## config.mk

```make
export PLATFORM = sky130hd
export DESIGN_NAME = rca_lsq
export DESIGN_NICKNAME = d
export VERILOG_FILES = /design/src/rtl/taiga_config.sv /design/src/rtl/rca_config.sv /design/src/rtl/rca_lsq_align.sv /design/src/rtl/rca_lsq.sv
export SDC_FILE = /design/constraint.sdc
export NUM_CORES = 1
export LEC_CHECK = 0
export ABC_AREA = 1
export CORE_MARGIN = 4
export CORE_UTILIZATION = 57
export CTS_BUF_LIST = sky130_fd_sc_hd__clkbuf_16
export DETAILED_ROUTE_END_ITERATION = 8
export PLACE_DENSITY = 0.85
export SETUP_SLACK_MARGIN = 0.2
export SLEW_MARGIN = 40
export SYNTH_ARGS = -nofsm -noshare
export SYNTH_HDL_FRONTEND = slang
export SYNTH_SLANG_ARGS = --single-unit
```

## constraint.sdc

```tcl
create_clock -name clk -period 8.21 [get_ports clk]
set_clock_uncertainty 0.1 [all_clocks]
set_input_delay 1.642 -clock clk [delete_from_list [all_inputs] [get_ports clk]]
set_output_delay 1.642 -clock clk [all_outputs]
set_load 0.02 [all_outputs]
```

## src/rtl/taiga_config.sv

```systemverilog
// Core-wide configuration shared by the Taiga-derived units.
package taiga_config;

    localparam int XLEN = 32;

endpackage

```

## src/rtl/rca_config.sv

```systemverilog
// Load/store queue types: queued entry layout and the issue FSM states.
package rca_config;

    import taiga_config::*;

    typedef struct packed {
        logic [XLEN-1:0] addr;
        logic [XLEN-1:0] data;
        logic [2:0]      fn3;
        logic            is_load;
    } lsq_entry_t;

    typedef enum logic [1:0] {
        IDLE    = 2'd0,
        ISSUE   = 2'd1,
        WAIT_RD = 2'd2,
        RETURN  = 2'd3
    } lsq_state_t;

endpackage

```

## src/rtl/rca_lsq_align.sv

```systemverilog
// Byte-lane steering: byte enables and write replication for stores,
// lane select plus sign/zero extension for loads.
module rca_lsq_align
    import taiga_config::*;
(
    input  logic [1:0]      addr_lo,
    input  logic [2:0]      fn3,
    input  logic [XLEN-1:0] store_data,
    input  logic [XLEN-1:0] read_data,
    output logic [3:0]      be,
    output logic [XLEN-1:0] wdata,
    output logic [XLEN-1:0] load_result
);

    logic [XLEN-1:0] shifted;

    // Misaligned half/word accesses are passed through unchecked.
    assign shifted = read_data >> {addr_lo, 3'b000};

    always_comb begin
        be          = 4'b1111;
        wdata       = store_data;
        load_result = read_data;
        case (fn3[1:0])
            2'b00: begin
                be          = 4'b0001 << addr_lo;
                wdata       = {4{store_data[7:0]}};
                load_result = {{(XLEN-8){~fn3[2] & shifted[7]}}, shifted[7:0]};
            end
            2'b01: begin
                be          = 4'b0011 << addr_lo;
                wdata       = {2{store_data[15:0]}};
                load_result = {{(XLEN-16){~fn3[2] & shifted[15]}}, shifted[15:0]};
            end
            default: begin
                be          = 4'b1111;
                wdata       = store_data;
                load_result = read_data;
            end
        endcase
    end

endmodule

```

## src/rtl/rca_lsq.sv

```systemverilog
// In-order load/store queue with a single outstanding memory transaction
// and a valid/ack return path for load results.
module rca_lsq
    import taiga_config::*;
    import rca_config::*;
#(
    parameter int DEPTH = 4
) (
    input  logic                     clk,
    input  logic                     rst,
    input  logic [XLEN-1:0]          addr,
    input  logic [XLEN-1:0]          data,
    input  logic [2:0]               fn3,
    input  logic                     load,
    input  logic                     store,
    input  logic                     new_request,
    output logic                     lsq_full,
    output logic [XLEN-1:0]          mem_addr,
    output logic [XLEN-1:0]          mem_wdata,
    output logic [3:0]               mem_be,
    output logic                     mem_rnw,
    output logic                     mem_req_valid,
    input  logic                     mem_req_ready,
    input  logic [XLEN-1:0]          mem_rdata,
    input  logic                     mem_rvalid,
    output logic [XLEN-1:0]          load_data,
    output logic                     load_data_valid,
    input  logic                     load_data_ack,
    output lsq_state_t               fsm_state,
    output logic [$clog2(DEPTH):0]   entry_count
);

    // Handshakes: a memory request transfers on a clk edge with
    // mem_req_valid & mem_req_ready; a load result transfers on an edge
    // with load_data_valid & load_data_ack. Valid is never withdrawn and
    // its payload never changes until the transfer happens.

    localparam int PW = $clog2(DEPTH);
    localparam logic [PW:0] ONE  = (PW+1)'(1);
    localparam logic [PW:0] FULL = (PW+1)'(DEPTH);

    lsq_entry_t      entries [DEPTH];
    lsq_entry_t      head_entry;
    logic [PW-1:0]   head;
    logic [PW-1:0]   tail;
    logic [PW:0]     count;
    lsq_state_t      state;
    lsq_state_t      state_next;
    logic            enq;
    logic            deq;
    logic            capture;
    logic [XLEN-1:0] load_result;
    logic [XLEN-1:0] load_data_r;

    assign lsq_full   = (count == FULL);
    assign enq        = new_request & ~lsq_full & (load ^ store);
    assign head_entry = entries[head];

    // Storage carries no reset; only pointers and count define validity.
    always_ff @(posedge clk) begin
        if (enq) begin
            entries[tail] <= '{addr: addr, data: data, fn3: fn3, is_load: load};
        end
    end

    always_ff @(posedge clk) begin
        if (rst) begin
            head  <= '0;
            tail  <= '0;
            count <= '0;
        end else begin
            if (enq) tail <= tail + 1'b1;
            if (deq) head <= head + 1'b1;
            case ({enq, deq})
                2'b10:   count <= count + ONE;
                2'b01:   count <= count - ONE;
                default: count <= count;
            endcase
        end
    end

    rca_lsq_align u_align (
        .addr_lo     (head_entry.addr[1:0]),
        .fn3         (head_entry.fn3),
        .store_data  (head_entry.data),
        .read_data   (mem_rdata),
        .be          (mem_be),
        .wdata       (mem_wdata),
        .load_result (load_result)
    );

    assign mem_addr = {head_entry.addr[XLEN-1:2], 2'b00};
    assign mem_rnw  = head_entry.is_load;

    always_ff @(posedge clk) begin
        if (rst) begin
            state <= IDLE;
        end else begin
            state <= state_next;
        end
    end

    always_comb begin
        state_next      = state;
        deq             = 1'b0;
        capture         = 1'b0;
        mem_req_valid   = 1'b0;
        load_data_valid = 1'b0;
        case (state)
            IDLE: begin
                if (count != '0) state_next = ISSUE;
            end
            ISSUE: begin
                mem_req_valid = 1'b1;
                if (mem_req_ready) begin
                    if (head_entry.is_load) begin
                        state_next = WAIT_RD;
                    end else begin
                        deq        = 1'b1;
                        state_next = IDLE;
                    end
                end
            end
            WAIT_RD: begin
                if (mem_rvalid) begin
                    capture    = 1'b1;
                    state_next = RETURN;
                end
            end
            RETURN: begin
                load_data_valid = 1'b1;
                if (load_data_ack) begin
                    deq        = 1'b1;
                    state_next = IDLE;
                end
            end
            default: state_next = IDLE;
        endcase
    end

    // Result is held from capture until the next load completes.
    always_ff @(posedge clk) begin
        if (rst) begin
            load_data_r <= '0;
        end else if (capture) begin
            load_data_r <= load_result;
        end
    end

    assign load_data   = load_data_r;
    assign fsm_state   = state;
    assign entry_count = count;

endmodule

```

# Word-level counts from Yosys, hierarchy flattened

Memory sizes are Yosys's and may differ from the RTL's. A register that Yosys moved wholly into a read port is not among the register bits.
Cells that the tools add are included.

Bits in latches: 0
Bits in registers: 41
Memory bits (writable): 272
Output and inout bits: 109
Word-level logic and storage cells: 58
Memories kept: 1
Bits in read-only memories: 0

Memories:

| memory  | depth | width | rd ports | clocked after Yosys merged registers in | wr ports | line          | source |
|---|---|---|---|---|---|---|---|
| entries | 4     | 68    | 1        | 1                                       | 1        | rca_lsq.sv:42 | `lsq_entry_t entries [DEPTH];` |

Shifts and indexed selects: 3
Mux-type cells: 22
Reduce and logical (&&, ||, !) cells: 5
$mul: 0
Add/sub/neg operators: 4
$lt $le $gt $ge: 0
Div/mod/pow operators: 0
Bitwise gates (word level): 7
Equality and inequality tests: 11

Operators with widths:

| cell                | number |
|---|---|
| $pmux 32 s2         | 2 |
| $shr 32x5->16       | 1 |
| $mux 2              | 7 |
| $mux 1              | 9 |
| $ne 2x2->1 const B  | 4 |
| $pmux 2 s4          | 1 |
| $pmux 4 s2          | 1 |
| $eq 2x1->1 const B  | 3 |
| $eq 2x2->1 const B  | 3 |
| $pmux 3 s2          | 1 |
| $add 2x1->2 const B | 2 |
| $and 1x1->1         | 4 |
| $logic_not 2->1     | 2 |
| $reduce_and 4->1    | 1 |
| $shl 1x2->4 const A | 1 |
| $shl 2x2->4 const A | 1 |
| $add 3x1->3 const B | 1 |
| $eq 3x3->1 const B  | 1 |
| $reduce_bool 3->1   | 1 |
| $sub 3x1->3 const B | 1 |
| $not 1->1           | 2 |
| $pmux 1 s2          | 1 |
| $reduce_bool 2->1   | 1 |
| $xor 1x1->1         | 1 |

# Depth between registers and ports, before layout

Depth in word-level cells: 6
Depth in mapped cells: 14
Depth with buffers taken out: 13

# Cells and area by module

From an unflattened synthesis, not the netlist that was laid out.

Cell total of the unflattened synthesis: 1166
Area, all modules: 13339.0 µm²

By module, submodules not included:

| module        | cells an instance | area each (µm²) | sequential area each (µm²) | instances |
|---|---|---|---|---|
| rca_lsq       | 917               | 12062.8         | 9028.7                     | 1 |
| rca_lsq_align | 249               | 1276.2          | 0.0                        | 1 |

# Worst setup path before layout

Ideal clock, no wire load.

Path type: input to register
From: in store
To: mem entries[0][0] (netlist name), enable pin
Arrival time: 4999 ps
Path buffers: 1
Stages on the path: 4
Required time: 7615 ps
Path slack: 2617 ps
Library setup time: 495 ps
Cells stage by stage: o21ai_0 > a211o_1 > clkbuf_1 > nor2_1

Longest elaborated chain between the ends: 4

RTL lines:

| element                      | line          | source |
|---|---|---|
| start, declared              | rca_lsq.sv:15 | `input logic store,` |
| $xor 1x1->1                  | rca_lsq.sv:56 | `assign enq = new_request & ~lsq_full & (load ^ store);` |
| $and 1x1->1                  | rca_lsq.sv:56 |  |
| $mux 1                       | rca_lsq.sv:61 | `if (enq) begin` |
| $mux 1 (not written as such) | rca_lsq.sv:62 | `entries[tail] <= '{addr: addr, data: data, fn3: fn3, is_load: load};` |
| end, declared                | rca_lsq.sv:42 |  |

Every way passes these cells.

==> metrics <==
Flop pwr share 0.445; Synth area leaders edfxtp_1 63%, dfxtp_1 6.6%, o21ai_0 6.1%; dominant cell type by area after synthesis edfxtp_1; area growth from synthesis to layout 25.2%; routed len/inst 20.5 um; input/output buffers 213; Slew @ Worst Pin 0.771 ns; Multi-input gate area 3450 um^2; final wirelength 33.3 mm; Psw 0.00123 W; CP startpoint kind register; worst reg2reg path depth 11; Root Driver clkbuf_16; CP Cell Sequence buf_4 > inv_2 > buf_4 > nand3_1 > nand2_4 > inv_4 > nor2_4 > nand2_1 > nand3_1 > clkdlybuf4s50_1; initial antenna violation count 6; CP required 6.47 ns; CP arrival 4.20 ns; gpl congestion 0.909; setup tns final 0 ns; via count 9418; Post-CTS Setup Inserts 0; Non-Filler Instances 1627; GR peak layer met2; met1 Track Usage GR 0.327; Placed Cells 1565; Post-Syn Area 13000 um^2; vias in the first global route 9254; initial DRC count 903; Die Ht 159 um; final period utilization 0.724; Clk pwr share 0.325; post-route minimum period 5.94 ns; FFs w/ async S/R, synth 0; post-route DRC violation count 0; GR Util met3 0.0557; initial cell density of the core 0.587; Max stage delay on crit path 0.64 ns; final hold violation count 0; post_cts resized 0; 1st-pass router iterations 5; register area share after synthesis 0.696; Sw Ratio 0.295; first-pass GRT wire length 51.3 mm; layout cell share with drive strength beyond 1 0.0737; Hold Buf Count CTS 0; DP Worst Slack 2.85 ns; total core area 22100 um^2; synth warn 0; Worst Setup Path Type reg2out; Pint 0.00293 W; Post-synth EDFFs 272; Power Dens Cells 256 nW/um^2; worst vdd ir 0.235 mV; CP max-delay cell clkdlybuf4s50_1; Worst Hold Slack 0.368 ns; Syn Inst Count 1131; dpl hpwl 20.5 mm; Worst Path Buf+Inv 5; GR met2 Demand/Resource 0.432; Final setup viols 0; PnR worst setup slack 2.27 ns; post-DR vias/cell 5.79; Synth Area per Inst 11.5 um^2; RSZ-0062 raised after global routing false; utilization after layout 0.735; maxcap violations 0; DIE AREA 25200 um^2; # fillers 1417; slew margin rel. 0.486; die width 159 um; outcome finished clean; CP endpoint mem_wdata[26]; leakage 5.85 nW; worst-skew pair later-pin latency 0.56 ns; worst-path fanout max 69; Seq. cell area 9030 um^2; Achievable Freq 0.168 GHz; CTS tree built; CP endpoint kind primary output; ys flop type edfxtp_1; clock sink count 315; Post-layout nets 1431; total grt overflow 0; fin. max-slew vios 0; worst min path class reg2reg; H-Tree Depth 1; # IOs 216; Netlist cell types 40; Num CTS Buffers 31; FF+latch count, synth 315; top cell type's share of synthesized area 0.630; # rows 54; post-route ant nets 0; Gate power share 0.230; largest net degree at the start of global routing 103; Reg clk slew, reported paths 0.06 ns; CTS Buffer Depth 3; Total GRT Usage 0.254; R2R Path End load_data[22]$_SDFFE_PP0P_; largest delay contributor family on the critical path buffers and inverters; critical path depth in cells 10; FF-to-FF setup slack 4.67 ns
==> layout make-up <==
cell class              count  area share
clock inverters            27      0.0127
clock buffers              31      0.0478
inverters                  53      0.0126
diodes                      4    0.000616
repair buffers            222       0.137
multi-input cells         695       0.212
flip-flops and latches    315       0.556
well taps                 280      0.0216
==> layer usage <==
layer	up-vias	wire length (um)	part of all wire
met5	-	32	0.00096
met4	4	1080	0.033
met3	71	2860	0.086
met2	475	16400	0.49
met1	4469	12900	0.39
li1	4399	-	-
==> worst min-delay path by stage <==
stage,start,endpoint,slack (ns),cells after the start
4_1_cts,load_data[15]$_SDFFE_PP0P_,load_data[15]$_SDFFE_PP0P_,0.37,2
5_1_grt,load_data[11]$_SDFFE_PP0P_,load_data[11]$_SDFFE_PP0P_,0.39,2
3_5_place_dp,load_data[15]$_SDFFE_PP0P_,load_data[15]$_SDFFE_PP0P_,0.36,2
3_3_place_gp,load_data[11]$_SDFFE_PP0P_,load_data[11]$_SDFFE_PP0P_,0.35,2
2_1_floorplan,head[1]$_SDFFE_PP0P_,register,0.38,2
6_report,load_data[15]$_SDFFE_PP0P_,load_data[15]$_SDFFE_PP0P_,0.37,2
==> through the flow <==
stage	instance area, um^2	power, W
final	16200	0.00416
after global routing	16200	0.00432
after CTS	16200	0.00418
after detailed placement	15300	0.00283
after global placement	15200	0.00281
after floorplan	13000	0.00242
==> tightest hold or removal path, cell delays in order, from the launching register on <==
cell and delay, ns:
dfxtp_1 0.31, nand2_1 0.06, a21oi_1 0.05
==> synthesized netlist by cell type (2+ instances only) <==
library cell  number
nand2_1          203
o21bai_1           6
edfxtp_1         272
nand3_2            2
o22ai_1           57
inv_1             48
nand2_4            3
o211ai_1           2
buf_1              4
clkbuf_1          37
mux2_2             6
nor3_1             4
buf_2             19
o21ai_0          157
a21oi_1           35
buf_6              2
a221o_1            5
dfxtp_1           43
buf_4              6
nand3_1           61
o21bai_2          10
inv_2              4
nor2_1           124
ha_1               5
==> flip-flops by register name (all words and copies together), names as in the netlist, named ones only <==
signal       cells
entries        272
load_data       32
entry_count      3
head             2
tail             2
fsm_state        1
==> power groups by stage <==
stage	Sequential (W)	Clock [W]	Combinational (W)
3_5_place_dp	0.00189	0	0.000946
3_3_place_gp	0.00188	0	0.000927
4_1_cts	0.00185	0.00137	0.000957
5_1_grt	0.00186	0.00143	0.00103
2_1_floorplan	0.00189	0	0.000536
6_report	0.00185	0.00135	0.000955
==> layout by cell type, fill, tap and decap left out, types with 5 or more instances in the layout <==
cell type,count
a21oi_1,35
a221o_1,5
buf_6,5
clkbuf_16,31
clkdlybuf4s50_1,213
clkinv_1,6
clkinv_2,8
dfxtp_1,41
edfxtp_1,272
ha_1,5
inv_1,50
mux2_2,6
nand2_1,203
nand3_1,61
nor2_1,120
nor2_4,5
o21ai_0,157
o21bai_1,6
o21bai_2,10
o22ai_1,57
==> cell families after synthesis <==
group / share of synthesized area
and+or+nand+nor: 0.129
DFF: 0.696
AOI/OAI and AO/OA: 0.122
buffers and inverters: 0.0415
muxes: 0.00521
adders and majority gates: 0.00636
other: 0.000289
Note: power is estimated with default switching activity, not from simulation.
